[config.mk]
export PLATFORM = sky130hd
export DESIGN_NAME = mem_arbiter
export DESIGN_NICKNAME = d
export VERILOG_FILES = /design/src/rtl/riscv_pkg.sv /design/src/rtl/mem_lane_align.sv /design/src/rtl/mem_arbiter.sv
export SDC_FILE = /design/constraint.sdc
export NUM_CORES = 1
export LEC_CHECK = 0
export BUFFER_PORTS_ARGS = -buffer_cell sky130_fd_sc_hd__buf_4
export CAP_MARGIN = 10
export CORE_ASPECT_RATIO = 0.8
export CORE_MARGIN = 2
export CORE_UTILIZATION = 50
export CTS_CLUSTER_DIAMETER = 80
export DETAILED_ROUTE_END_ITERATION = 10
export GPL_TIMING_DRIVEN = 0
export PLACE_DENSITY_LB_ADDON = 0.3
export SLEW_MARGIN = 20
export SYNTH_ARGS = -nofsm -noshare
export SYNTH_HDL_FRONTEND = slang
export SYNTH_HIERARCHICAL = 1
export SYNTH_SLANG_ARGS = --single-unit
[constraint.sdc]
create_clock -name clk -period 4.8 [get_ports clk]
set_input_delay 0.72 -clock clk [delete_from_list [all_inputs] [get_ports clk]]
set_output_delay 0.72 -clock clk [all_outputs]
set_load 0.01 [all_outputs]
[src/rtl/riscv_pkg.sv]
// riscv_pkg: arbiter FSM states, RV32 load/store funct3 codes and the NOP word
package riscv_pkg;
  typedef enum logic [1:0] {IDLE, IF_ACC, LS_ACC, RESP} state_t;
  localparam logic [2:0] LB  = 3'b000;
  localparam logic [2:0] LH  = 3'b001;
  localparam logic [2:0] LW  = 3'b010;
  localparam logic [2:0] LBU = 3'b100;
  localparam logic [2:0] LHU = 3'b101;
  localparam logic [2:0] SB  = 3'b000;
  localparam logic [2:0] SH  = 3'b001;
  localparam logic [2:0] SW  = 3'b010;
  localparam logic [31:0] NOP = 32'h0000_0013;
endpackage

[src/rtl/mem_lane_align.sv]
// mem_lane_align: byte enables, store lane replication, load extraction and misalignment check
module mem_lane_align
  import riscv_pkg::*;
(
  input  logic [1:0]  addr,
  input  logic [2:0]  funct3,
  input  logic        we,
  input  logic [31:0] wdata,
  input  logic [31:0] rdata,
  output logic [3:0]  be,
  output logic [31:0] wdata_sh,
  output logic [31:0] rdata_ext,
  output logic        mis
);
  logic byte_sz, half_sz;
  logic [7:0] b;
  logic [15:0] h;
  always_comb begin
    byte_sz = we ? funct3 == SB : (funct3 == LB || funct3 == LBU);
    half_sz = we ? funct3 == SH : (funct3 == LH || funct3 == LHU);
    b = rdata[{addr, 3'b000} +: 8];
    h = addr[1] ? rdata[31:16] : rdata[15:0];
    mis = funct3 == 3'b011 || funct3[2:1] == 2'b11 || (half_sz && addr[0]) ||
          (funct3[1:0] == LW[1:0] && addr != 2'b00);
    be = !we ? 4'hf : byte_sz ? 4'b0001 << addr : half_sz ? (addr[1] ? 4'b1100 : 4'b0011) : 4'hf;
    // replicated store data lets the byte enables pick the lane
    wdata_sh = byte_sz ? {4{wdata[7:0]}} : half_sz ? {2{wdata[15:0]}} : wdata;
    rdata_ext = byte_sz ? {{24{b[7] & ~funct3[2]}}, b} :
                half_sz ? {{16{h[15] & ~funct3[2]}}, h} : rdata;
  end
endmodule

[src/rtl/mem_arbiter.sv]
// mem_arbiter: fetch and load/store ports arbitrated onto one RAM port.
// Define ARB_RR_EN for round-robin arbitration instead of fixed load/store priority.
module mem_arbiter
  import riscv_pkg::*;
#(
  parameter int TIMEOUT_CYC = 16
) (
  input  logic        clk,
  input  logic        rst_n,
  input  logic        if_req,
  input  logic [31:0] if_addr,
  output logic        if_gnt,
  output logic [31:0] if_rdata,
  output logic        if_valid,
  input  logic        ls_req,
  input  logic [31:0] ls_addr,
  input  logic [3:0]  ls_mode,
  input  logic [31:0] ls_wdata,
  output logic        ls_gnt,
  output logic [31:0] ls_rdata,
  output logic        ls_valid,
  output logic        ls_err,
  output logic        ram_en,
  output logic        ram_we,
  output logic [31:0] ram_addr,
  output logic [31:0] ram_wdata,
  output logic [3:0]  ram_be,
  input  logic [31:0] ram_rdata,
  input  logic        ram_ready
);
  localparam logic [7:0] TO = 8'(TIMEOUT_CYC);
  state_t state;
  logic [7:0] cnt;
  logic sel_ls, fail, pick_ls, grant, mis;
  logic [31:0] addr_q, wdata_q, rdata_q, wdata_sh, rdata_ext;
  logic [3:0] mode_q, be;
  mem_lane_align u_align (
    .addr(addr_q[1:0]), .funct3(mode_q[3:1]), .we(mode_q[0]), .wdata(wdata_q), .rdata(rdata_q),
    .be(be), .wdata_sh(wdata_sh), .rdata_ext(rdata_ext), .mis(mis)
  );
  // no grant while the previous grant or completion pulse is still visible
  assign grant = state == IDLE && !if_gnt && !ls_gnt && !if_valid && !ls_valid && (if_req || ls_req);
`ifdef ARB_RR_EN
  logic rr;
  assign pick_ls = ls_req && (!if_req || rr);
  always_ff @(posedge clk or negedge rst_n)
    if (!rst_n) rr <= 1'b1;
    else if (grant) rr <= ~rr;
`else
  assign pick_ls = ls_req;
`endif
  always_ff @(posedge clk or negedge rst_n) begin
    if (!rst_n) begin
      state <= IDLE;
      cnt <= '0;
      sel_ls <= 1'b0;
      fail <= 1'b0;
      addr_q <= '0;
      wdata_q <= '0;
      rdata_q <= '0;
      mode_q <= '0;
      if_gnt <= 1'b0;
      if_rdata <= '0;
      if_valid <= 1'b0;
      ls_gnt <= 1'b0;
      ls_rdata <= '0;
      ls_valid <= 1'b0;
      ls_err <= 1'b0;
      ram_en <= 1'b0;
      ram_we <= 1'b0;
      ram_addr <= '0;
      ram_wdata <= '0;
      ram_be <= '0;
    end else begin
      if_gnt <= 1'b0;
      ls_gnt <= 1'b0;
      if_valid <= 1'b0;
      ls_valid <= 1'b0;
      ls_err <= 1'b0;
      case (state)
        IDLE:
          if (ls_gnt && mis) begin
            fail <= 1'b1;
            state <= RESP;
          end else if (if_gnt || ls_gnt) begin
            state <= ls_gnt ? LS_ACC : IF_ACC;
            ram_en <= 1'b1;
            ram_we <= ls_gnt && mode_q[0];
            ram_be <= ls_gnt ? be : 4'hf;
            ram_addr <= {addr_q[31:2], 2'b00};
            ram_wdata <= ls_gnt ? wdata_sh : '0;
          end else if (grant) begin
            ls_gnt <= pick_ls;
            if_gnt <= !pick_ls;
            sel_ls <= pick_ls;
            fail <= 1'b0;
            cnt <= '0;
            addr_q <= pick_ls ? ls_addr : if_addr;
            mode_q <= pick_ls ? ls_mode : {LW, 1'b0};
            wdata_q <= ls_wdata;
          end
        IF_ACC, LS_ACC:
          if (ram_ready) begin
            ram_en <= 1'b0;
            ram_we <= 1'b0;
            rdata_q <= ram_rdata;
            state <= RESP;
          end else if (cnt + 8'd1 == TO) begin
            ram_en <= 1'b0;
            ram_we <= 1'b0;
            fail <= 1'b1;
            state <= RESP;
          end else cnt <= cnt + 8'd1;
        RESP: begin
          state <= IDLE;
          if (sel_ls) begin
            ls_valid <= 1'b1;
            ls_err <= fail;
            ls_rdata <= fail ? '0 : rdata_ext;
          end else begin
            if_valid <= 1'b1;
            if_rdata <= fail ? NOP : rdata_q;
          end
        end
        default: state <= IDLE;
      endcase
    end
  end
endmodule

# After elaboration in Yosys (flattened, before gate mapping)
# Index checks and enable logic that the tools add are counted.
# word_totals
regBits	249
latch_bits	0
ramBits	0
rom_bits	0
input_bits	137
out_inout_bits	139
wordCells	142
n_memories	0
# classes
add_sub_neg	1
multipliers	0
div_mod_pow	0
order_cmp	0
n_eq_ne	21
shifts	2
muxes	57
bitwise_logic	6
n_reduce_logical	35
# op_table
cell	count
32-bit two-way mux	8
8-bit two-way mux	5
32-bit by 6-bit variable part select with 8-bit output	1
1-bit two-way mux	27
4-bit two-way mux	6
16-bit two-way mux	1
8-bit case mux with 2 select lines	1
2-bit inequality test (second input constant)	6
2-bit two-way mux	5
1-bit logical AND	9
8-bit by 1-bit adder with 8-bit output (second input constant)	1
2-bit == test (second input constant)	4
8-bit by 5-bit == test with 1-bit output (second input constant)	1
2-bit AND reduction	4
4-bit AND reduction	2
1-bit logical OR	7
3-bit == test (second input constant)	2
3-bit inequality test (second input constant)	2
1-bit case mux with 2 select lines	3
2-bit case mux with 3 select lines	1
6-bit AND reduction	1
1-bit zero test	5
5-bit AND reduction	1
1-bit inverter	4
13 further kinds	15

# Logic depth before layout (Yosys ltp)
# Gate-level depths: netlist of run 1.
# depth
ltp_word	10
ltp_mapped	10
depth_no_buf	7

# By module
# Netlist of run 1, hierarchy kept.
# by_module_without_submodules
mod	instances	cells_each	area_each_um2	seq_area_each_um2
mem_arbiter	1	890	9890.7	6231.0
mem_lane_align	1	217	1365.1	0.0

# Worst setup path after synthesis of run 1
# No wires, ideal clock.
# synth_timing
kind	reg2reg
from	register addr_q[1]
to	register ram_wdata[10]
setup_ps	121
t_arrival_ps	1941
required_time_ps	4679
setup_slack_ps	2738
stages_incl_launch_ff	9
n_path_buf	2
period_less_slack_ps	2062
path_cell_list	dfrtp_1 > buf_2 > or3_1 > a21oi_1 > nor2_1 > mux2i_1 > nand2_1 > clkbuf_1 > a22o_1
# synth_via
elab_chain_len	6
# synth_rtl
element	line	source
start, declared	mem_arbiter.sv:35	logic [31:0] addr_q, wdata_q, rdata_q, wdata_sh, rdata_ext;
start signal, assigned	mem_arbiter.sv:98	addr_q <= pick_ls ? ls_addr : if_addr;
2-bit nonzero test	mem_lane_align.sv:24	(funct3[1:0] == LW[1:0] && addr != 2'b00);
1-bit logical AND	mem_lane_align.sv:24	
1-bit logical OR	mem_lane_align.sv:23	mis = funct3 == 3'b011 || funct3[2:1] == 2'b11 || (half_sz && addr[0]) ||
via mis	mem_arbiter.sv:34	logic sel_ls, fail, pick_ls, grant, mis;
1-bit logical AND	mem_arbiter.sv:82	if (ls_gnt && mis) begin
1-bit inverter (no source line)	--	
3-bit AND reduction (no source line)	--	
end signal, assigned	mem_arbiter.sv:91	ram_wdata <= ls_gnt ? wdata_sh : '0;
end, declared	mem_arbiter.sv:26	output logic [31:0] ram_wdata,
# The timed path passes the listed nets, and every way through them passes these cells.
# A chain may end at the register's enable or synchronous reset.

# Worst setup path after layout of run 1
# layout_timing
from	register mode_q[1]
to	register ram_wdata[13]
# layout_via
elab_chain_len	9
elab_cells_between_ends	20
classes_between	5 x eq/ne; 4 x mux; 1 x bitwise; 10 x reduce/logical
# layout_rtl
element	line	source
start, declared	mem_arbiter.sv:36	logic [3:0] mode_q, be;
start signal, assigned	mem_arbiter.sv:99	mode_q <= pick_ls ? ls_mode : {LW, 1'b0};
3-bit by 1-bit == test with 1-bit output or 3-bit == test (tied branches)	mem_lane_align.sv:20	half_sz = we ? funct3 == SH : (funct3 == LH || funct3 == LHU);
1-bit logical OR	mem_lane_align.sv:20	
1-bit two-way mux	mem_lane_align.sv:20	
1-bit logical AND	mem_lane_align.sv:23	
1-bit logical OR	mem_lane_align.sv:23	
1-bit logical OR *	mem_lane_align.sv:23	
via mis	mem_arbiter.sv:34	
1-bit logical AND *	mem_arbiter.sv:82	
1-bit inverter (no source line) *	--	
3-bit AND reduction (no source line) *	--	
# Mark *: on every way through the listed nets, which the timed path passes. The rest lies on a longest branch.

==> results of run 1 <==
==> state kept, by name, summed over array words and instances, names as in the netlist, 2 cells and up <==
| register | flops |
|---|---|
| if_rdata | 32 |
| addr_q | 32 |
| state | 2 |
| ls_rdata | 32 |
| rdata_q | 32 |
| ram_be | 4 |
| cnt | 8 |
| ram_addr | 30 |
| ram_wdata | 32 |
| wdata_q | 32 |
| mode_q | 4 |
==> how the worst max path moves through the flow <==
| stage | endpoint | depth (start not counted) | startpoint | slack [ps] |
|---|---|---|---|---|
| 2_1_floorplan | ram_wdata[10]$_DFFE_PN0P_ | 8 | addr_q[1]$_DFFE_PN0P_ | 2740 |
| 3_3_place_gp | wdata_q[4]$_DFFE_PN0P_ | 1 | rst_n | 1060 |
| 3_5_place_dp | ram_wdata[22]$_DFFE_PN0P_ | 8 | mode_q[1]$_DFFE_PN0P_ | 2000 |
| 4_1_cts | ram_wdata[7]$_DFFE_PN0P_ | 8 | mode_q[1]$_DFFE_PN0P_ | 1980 |
| 5_1_grt | ram_wdata[13]$_DFFE_PN0P_ | 8 | mode_q[1]$_DFFE_PN0P_ | 1780 |
| 6_report | ram_wdata[13]$_DFFE_PN0P_ | 8 | mode_q[1]$_DFFE_PN0P_ | 1990 |
==> logic make-up after synthesis <==
family | after synthesis
xor gates and xnor gates | 2
DFF | 249
AOI/OAI and AO/OA | 242
other | 1
muxes | 125
buffers and inverters | 105
and+or+nand+nor | 380
adders and majority gates | 3
==> area by class of cell <==
type                    count  area (um2)
plain buffers              86       400.4
clock buffers              36       759.5
clock inverters            10       106.4
fillers                  1865        7669
inverters                  19       71.32
multi-input cells         754        4557
flip-flops and latches    249        6231
well taps                 306       382.9
repair buffers            276        2140
==> through the flow <==
stage	utilization (%)	worst slack (ps)
after floorplan	-	2738
final	65.64	1995
after detailed placement	61.76	1999
after CTS	65.64	1979
after global placement	61.35	1056
after global routing	65.64	1776
==> power groups by stage <==
| stage | sequential, uW | clock (uW) | combinational, uW |
|---|---|---|---|
| floorplan | 3730 | 0 | 2770 |
| global placement | 3760 | 0 | 4450 |
| detailed placement | 3790 | 0 | 4590 |
| CTS | 3770 | 2060 | 4600 |
| global route | 3880 | 2140 | 5070 |
| finish | 3790 | 2030 | 4620 |
==> per-layer routing <==
layer  track usage [%]  share of wire (%)  wire length, um  vias up
met3             6.155                7.1             2297       69
met1             38.62                 44            14280     4501
li1                  -                  -                -     4389
met2             41.07                 45            14520      353
met4             8.492                3.2             1032        0
met5                 0                  0                0        -
==> critical path, stage by stage (launching register included) <==
cell and delay (ps):
dfrtp_1 440, buf_2 320, clkbuf_1 460, a21oi_1 90, nor2_1 260, mux2i_1 170
nand2_1 360, clkbuf_1 420, a22o_1 230
==> cells in the mapped netlist, drive strengths merged, types with 3 or more instances <==
library cell	instances	area (um2)
o21ai	133	676.9
ha	3	37.54
a21oi	19	95.09
o22a	4	35.03
o22ai	9	56.30
nor2b	7	43.79
and2	4	25.02
nand2b	4	25.02
a22o	34	297.8
dfrtp	249	6231
a22oi	11	96.34
nand2	320	1201
nor2	24	90.09
or2	3	18.77
buf	42	235.2
mux4	8	180.2
a31o	9	78.83
nand3	4	20.02
clkbuf	44	165.2
inv	19	71.31
nor3b	3	22.52
a21o	14	105.1
mux2	76	855.8
mux2i	41	410.4
==> placed cells by master, fill, tap and decap left out, drive strengths merged, types with 11 or more instances in the layout <==
cell type,count
o21ai,133
inv,19
a22oi,11
mux2,76
a21o,14
clkbuf,80
nor2,24
a21oi,19
a22o,34
dfrtp,249
nand2,320
mux2i,41
buf,318
==> impl_metrics.yaml, run 1 <==
clock_tree:
  clockBufferDepth: 3
  cts-hold-fix-buffers: 0
  cts_max_level: 1
  cts_sinks: 249
  cts_made_buffers: 26
  root_buffer: "clkbuf_16"
  clk_latency_ps: 530
  tritoncts: "built"
  clk_pin_slew_ps: 60
  cts_resized: 0
  cts_setup_buffers: 0
synth:
  synth-warning-count: 6
  synth_top_family_by_area: "simple AND/OR/NAND/NOR gates"
  syn-cell-area_um2: 11260
  synth_compound_area_share_pct: 13.53
  ys_types: 50
  synth_seq_cells: 249
  synth_edf_count: 0
  yosys.area_share.xor_xnor_pct: 0.1556
  async_flop_share_pct: 100.0
  synthSimpleGateAreaFrac_pct: 13.55
  ys.flop_type: "dfrtp_1"
  muxShareOfSynthArea_pct: 12.85
  avgSynthCellArea_um2: 10.17
  seq_area_frac_synth_pct: 55.36
  synthAdderAreaFrac_pct: 0.3335
  syn_inst: 1107
detailed_routing:
  drt-initial-drc-count: 718
  vias_per_cell: 5.364
  drc: 0
  post_drt_wl_per_cell_um: 18.51
  firstDrtPassIters: 5
  vias: 9312
  postRouteAntennaNets: 0
  routed_wl_mm: 32.13
sta:
  worstMarginPinSlew_ps: 723.4
  max-slew-margin-rel_pct: 51.77
  hold_violations: 0
  finalSetupViolCount: 0
  holdWs_ps: 105.1
  fmax_mhz: 356.5
  drv_slew: 0
  fin_setup_tns_ps: 0
  period_share_pct: 58.45
  finClkSkew_ps: 22.97
  fin_crit_ps: 2805
  rsz0062_at_grt: "false"
grt:
  grt_pass1_wl_mm: 50.11
  grt_remaining_overflow: 0
  grt.total_usage_pct: 26.96
  grt_max_degree: 71
  grt_pass1_vias: 9057
  antenna_found_initial: 0
critical_path:
  crit_fanout: 10
  crit_type: "flop to flop"
  start_kind: "flop"
  end_kind: "flop"
  required_ps: 5260
  timing.rr.start: "mode_q[1]$_DFFE_PN0P_"
  cp_data_arrival_time_ps: 3270
  r2r_slack_ps: 1990
  r2r_end: "ram_wdata[13]$_DFFE_PN0P_"
  ff2ff_path_depth: 8
pwr:
  p_sw_uw: 4065
  finalPower_uw: 10430
  p_sw_share_pct: 38.99
  power.internal_uw: 6361
  irDropWorstVdd_v: 0.0004571
  clockPowerShare_pct: 19.4
  p_seq_share_pct: 36.3
  powerDensity_nw_per_um2: 711.8
  p_leak_uw: 0.007364
  combPwrFrac_pct: 44.3
placement:
  place_inst: 1690
  hpwl_mm: 24.47
  dpl_cell_area_um2: 13780
  gp_congestion: 0.8761
  numPortBuffers: 273
cells_and_area:
  fin_nets: 1552
  areaGrowthSynthToFinish_pct: 30.14
  drive_gt1_share_pct: 31.75
  instances_no_fill: 1736
  fin_area_um2: 14650
  n_antenna_cell: 0
floorplan:
  num_rows: 49
  die-height_um: 138.2
  dieArea_um2: 23740
  core_um2: 22320
  start_util_pct: 50.44
  ios: 276
  die_w_um: 171.8
job:
  drv_cap: 0
status:
  outcome: "complete, no violations"
hold_path:
  hold_path.class: "primary input to async pin"
No activity file was read; power rests on OpenSTA's default activity.
==> run 2: changes to the inputs <==
- CORE_UTILIZATION: 50 -> 49
- clock period: 4.8 -> 2.55 ns (I/O delays scaled with it)
==> impl_metrics.yaml, run 2 (synthesized netlist as in run 1, its figures left out) <==
placement:
  numPortBuffers: 273
  place_ws_ps: -310.8
  gp_congestion: 0.8724
  hpwl_mm: 24.23
critical_path:
  timing.rr.start: "addr_q[1]$_DFFE_PN0P_"
  start_kind: "flop"
  ff2ff_path_depth: 9
  crit_fanout: 10
  slowest_stage: "dfrtp_1"
  end_kind: "flop"
  crit_path_start: "addr_q[1]$_DFFE_PN0P_"
  r2r_slack_ps: 90
  crit_type: "flop to flop"
  critical_path.cell_chain: "buf_2 -> or3_1 -> a21oi_1 -> nor2_1 -> mux2i_2 -> nand2_2 -> buf_4 -> clkbuf_2 -> a22o_1"
  required_ps: 2950
  cp_data_arrival_time_ps: 2860
  cp_slowest_stage_delay_ps: 450
  r2r_end: "ram_wdata[18]$_DFFE_PN0P_"
floorplan:
  core_um2: 22500
  die_w_um: 173.5
  die-height_um: 139.6
  dieArea_um2: 24210
  ios: 276
  start_util_pct: 50.03
  num_rows: 49
sta:
  finalWorstSetupSlack_ps: 93.32
  period_share_pct: 96.34
  drv_slew: 0
  fmax_mhz: 407.1
  finClkSkew_ps: 5.954
  fin_crit_ps: 2457
  worstMarginPinSlew_ps: 743.6
  hold_violations: 0
  rsz0062_at_grt: "false"
  max-slew-margin-rel_pct: 50.43
  finalSetupViolCount: 0
detailed_routing:
  drt-initial-drc-count: 863
  firstDrtPassIters: 8
  vias: 9418
  vias_per_cell: 5.444
  post_drt_wl_per_cell_um: 18.86
  drc: 0
  routed_wl_mm: 32.62
  postRouteAntennaNets: 0
hold_path:
  hold_path.class: "primary input to flop"
  hold_path.startpoint: "ls_wdata[21]"
  hold_end: "wdata_q[21]$_DFFE_PN0P_"
  hold_depth: 2
grt:
  grt_remaining_overflow: 0
  grt_max_degree: 102
  grt_pass1_wl_mm: 50.94
  antenna_found_initial: 0
  grtUsageMet3_pct: 6.448
  busiest_layer: "met2"
  grt_use_met1_pct: 37.79
  grt_pass1_vias: 9290
  grtUsageMet2_pct: 40.93
  grt.total_usage_pct: 26.56
clock_tree:
  root_buffer: "clkbuf_16"
  clockBufferDepth: 3
  cts_sinks: 249
  clk_latency_ps: 520
  cts_max_level: 1
  tritoncts: "built"
  clk_pin_slew_ps: 60
  cts_made_buffers: 25
cells_and_area:
  nFillCells: 1820
  n_antenna_cell: 0
  areaGrowthSynthToFinish_pct: 29.32
  final_cell_mix: "nand2_1, buf_4, dfrtp_1"
  postLayoutCoreUtil_pct: 64.69
  final_common_cell: "nand2_1"
  fin_nets: 1550
  drive_gt1_share_pct: 32.23
job:
  drv_cap: 0
pwr:
  powerDensity_nw_per_um2: 1334
  irDropWorstVdd_v: 0.0006034
  p_leak_uw: 0.007334
status:
  outcome: "complete, no violations"
-- run 2: cell types whose count changed in the layout (fill, tap and decap cells not counted), moves of 2 or more --
cell and delta:
clkinv_2 -4, clkbuf_16 -2, buf_4 +2, clkbuf_1 -9, clkbuf_2 +8
-- run 2: final cells by class --
| cell class | instances | area (um2) | area share (%) |
|---|---|---|---|
| tap | 306 | 382.9 | 2.630 |
| multi-input combinational | 754 | 4564 | 31.36 |
| timing repair buffer | 278 | 2137 | 14.68 |
| buffer | 83 | 401.6 | 2.759 |
| clock inverter | 6 | 65.06 | 0.4470 |
| sequential | 249 | 6231 | 42.81 |
| clock buffer | 35 | 703.2 | 4.831 |
| inverter | 19 | 71.32 | 0.4899 |
-- run 2: how the worst max path moves through the flow --
stage | to | slack, ps | cells past startpoint
final | ram_wdata[18]$_DFFE_PN0P_ | 90 | 9
after global routing | ram_wdata[18]$_DFFE_PN0P_ | 7 | 9
after CTS | ram_wdata[10]$_DFFE_PN0P_ | 6 | 8
after detailed placement | ram_addr[4]$_DFFE_PN0P_ | -310 | 9
after global placement | ram_addr[13]$_DFFE_PN0P_ | -900 | 1
after floorplan | ram_wdata[10]$_DFFE_PN0P_ | 490 | 8
-- run 2: worst max-delay path: cells and delay by family (launching register included) --
kind            cells  cell delay, ps
buf+inv             3             620
simple gates        3             580
mux                 1             240
flops               1             450
compound gates      2             460
-- run 2: report_power, final --
group / leakage, uW / total (uW) / internal [uW] / switching (uW)
combinational: 0.00383 / 8780 / 4050 / 4720
clock: 0.000375 / 3510 / 2010 / 1500
sequential: 0.00313 / 7130 / 5670 / 1470
total: 0.00733 / 19400 / 11700 / 7690
-- run 2: through the flow --
step                      total power [uW]  cells  cell area (um2)  TNS, ps  hold WS [ps]
after CTS                            19390   1729            14530        0         75.45
after global routing                 20640   1730            14560        0         75.57
final                                19420   1730            14560        0         86.25
after floorplan                      12220   1108            11260        0         86.91
after global placement               15490   1687            13690  -232880         447.6
after detailed placement             15810   1689            13750   -16790         450.9
-- run 2: metal layers --
layer	vias to the layer above	wire length [um]
met4	0	827
met5	-	0
li1	4371	-
met1	4597	14150
met2	390	14980
met3	60	2662
-- run 2: timing repair --
action,CTS,global route
hold endpoints to repair,89,0
hold buffers,1,0
pin swaps,0,1
setup buffers,0,2
resized for setup,4,13
endpoints found under the setup margin,60,60
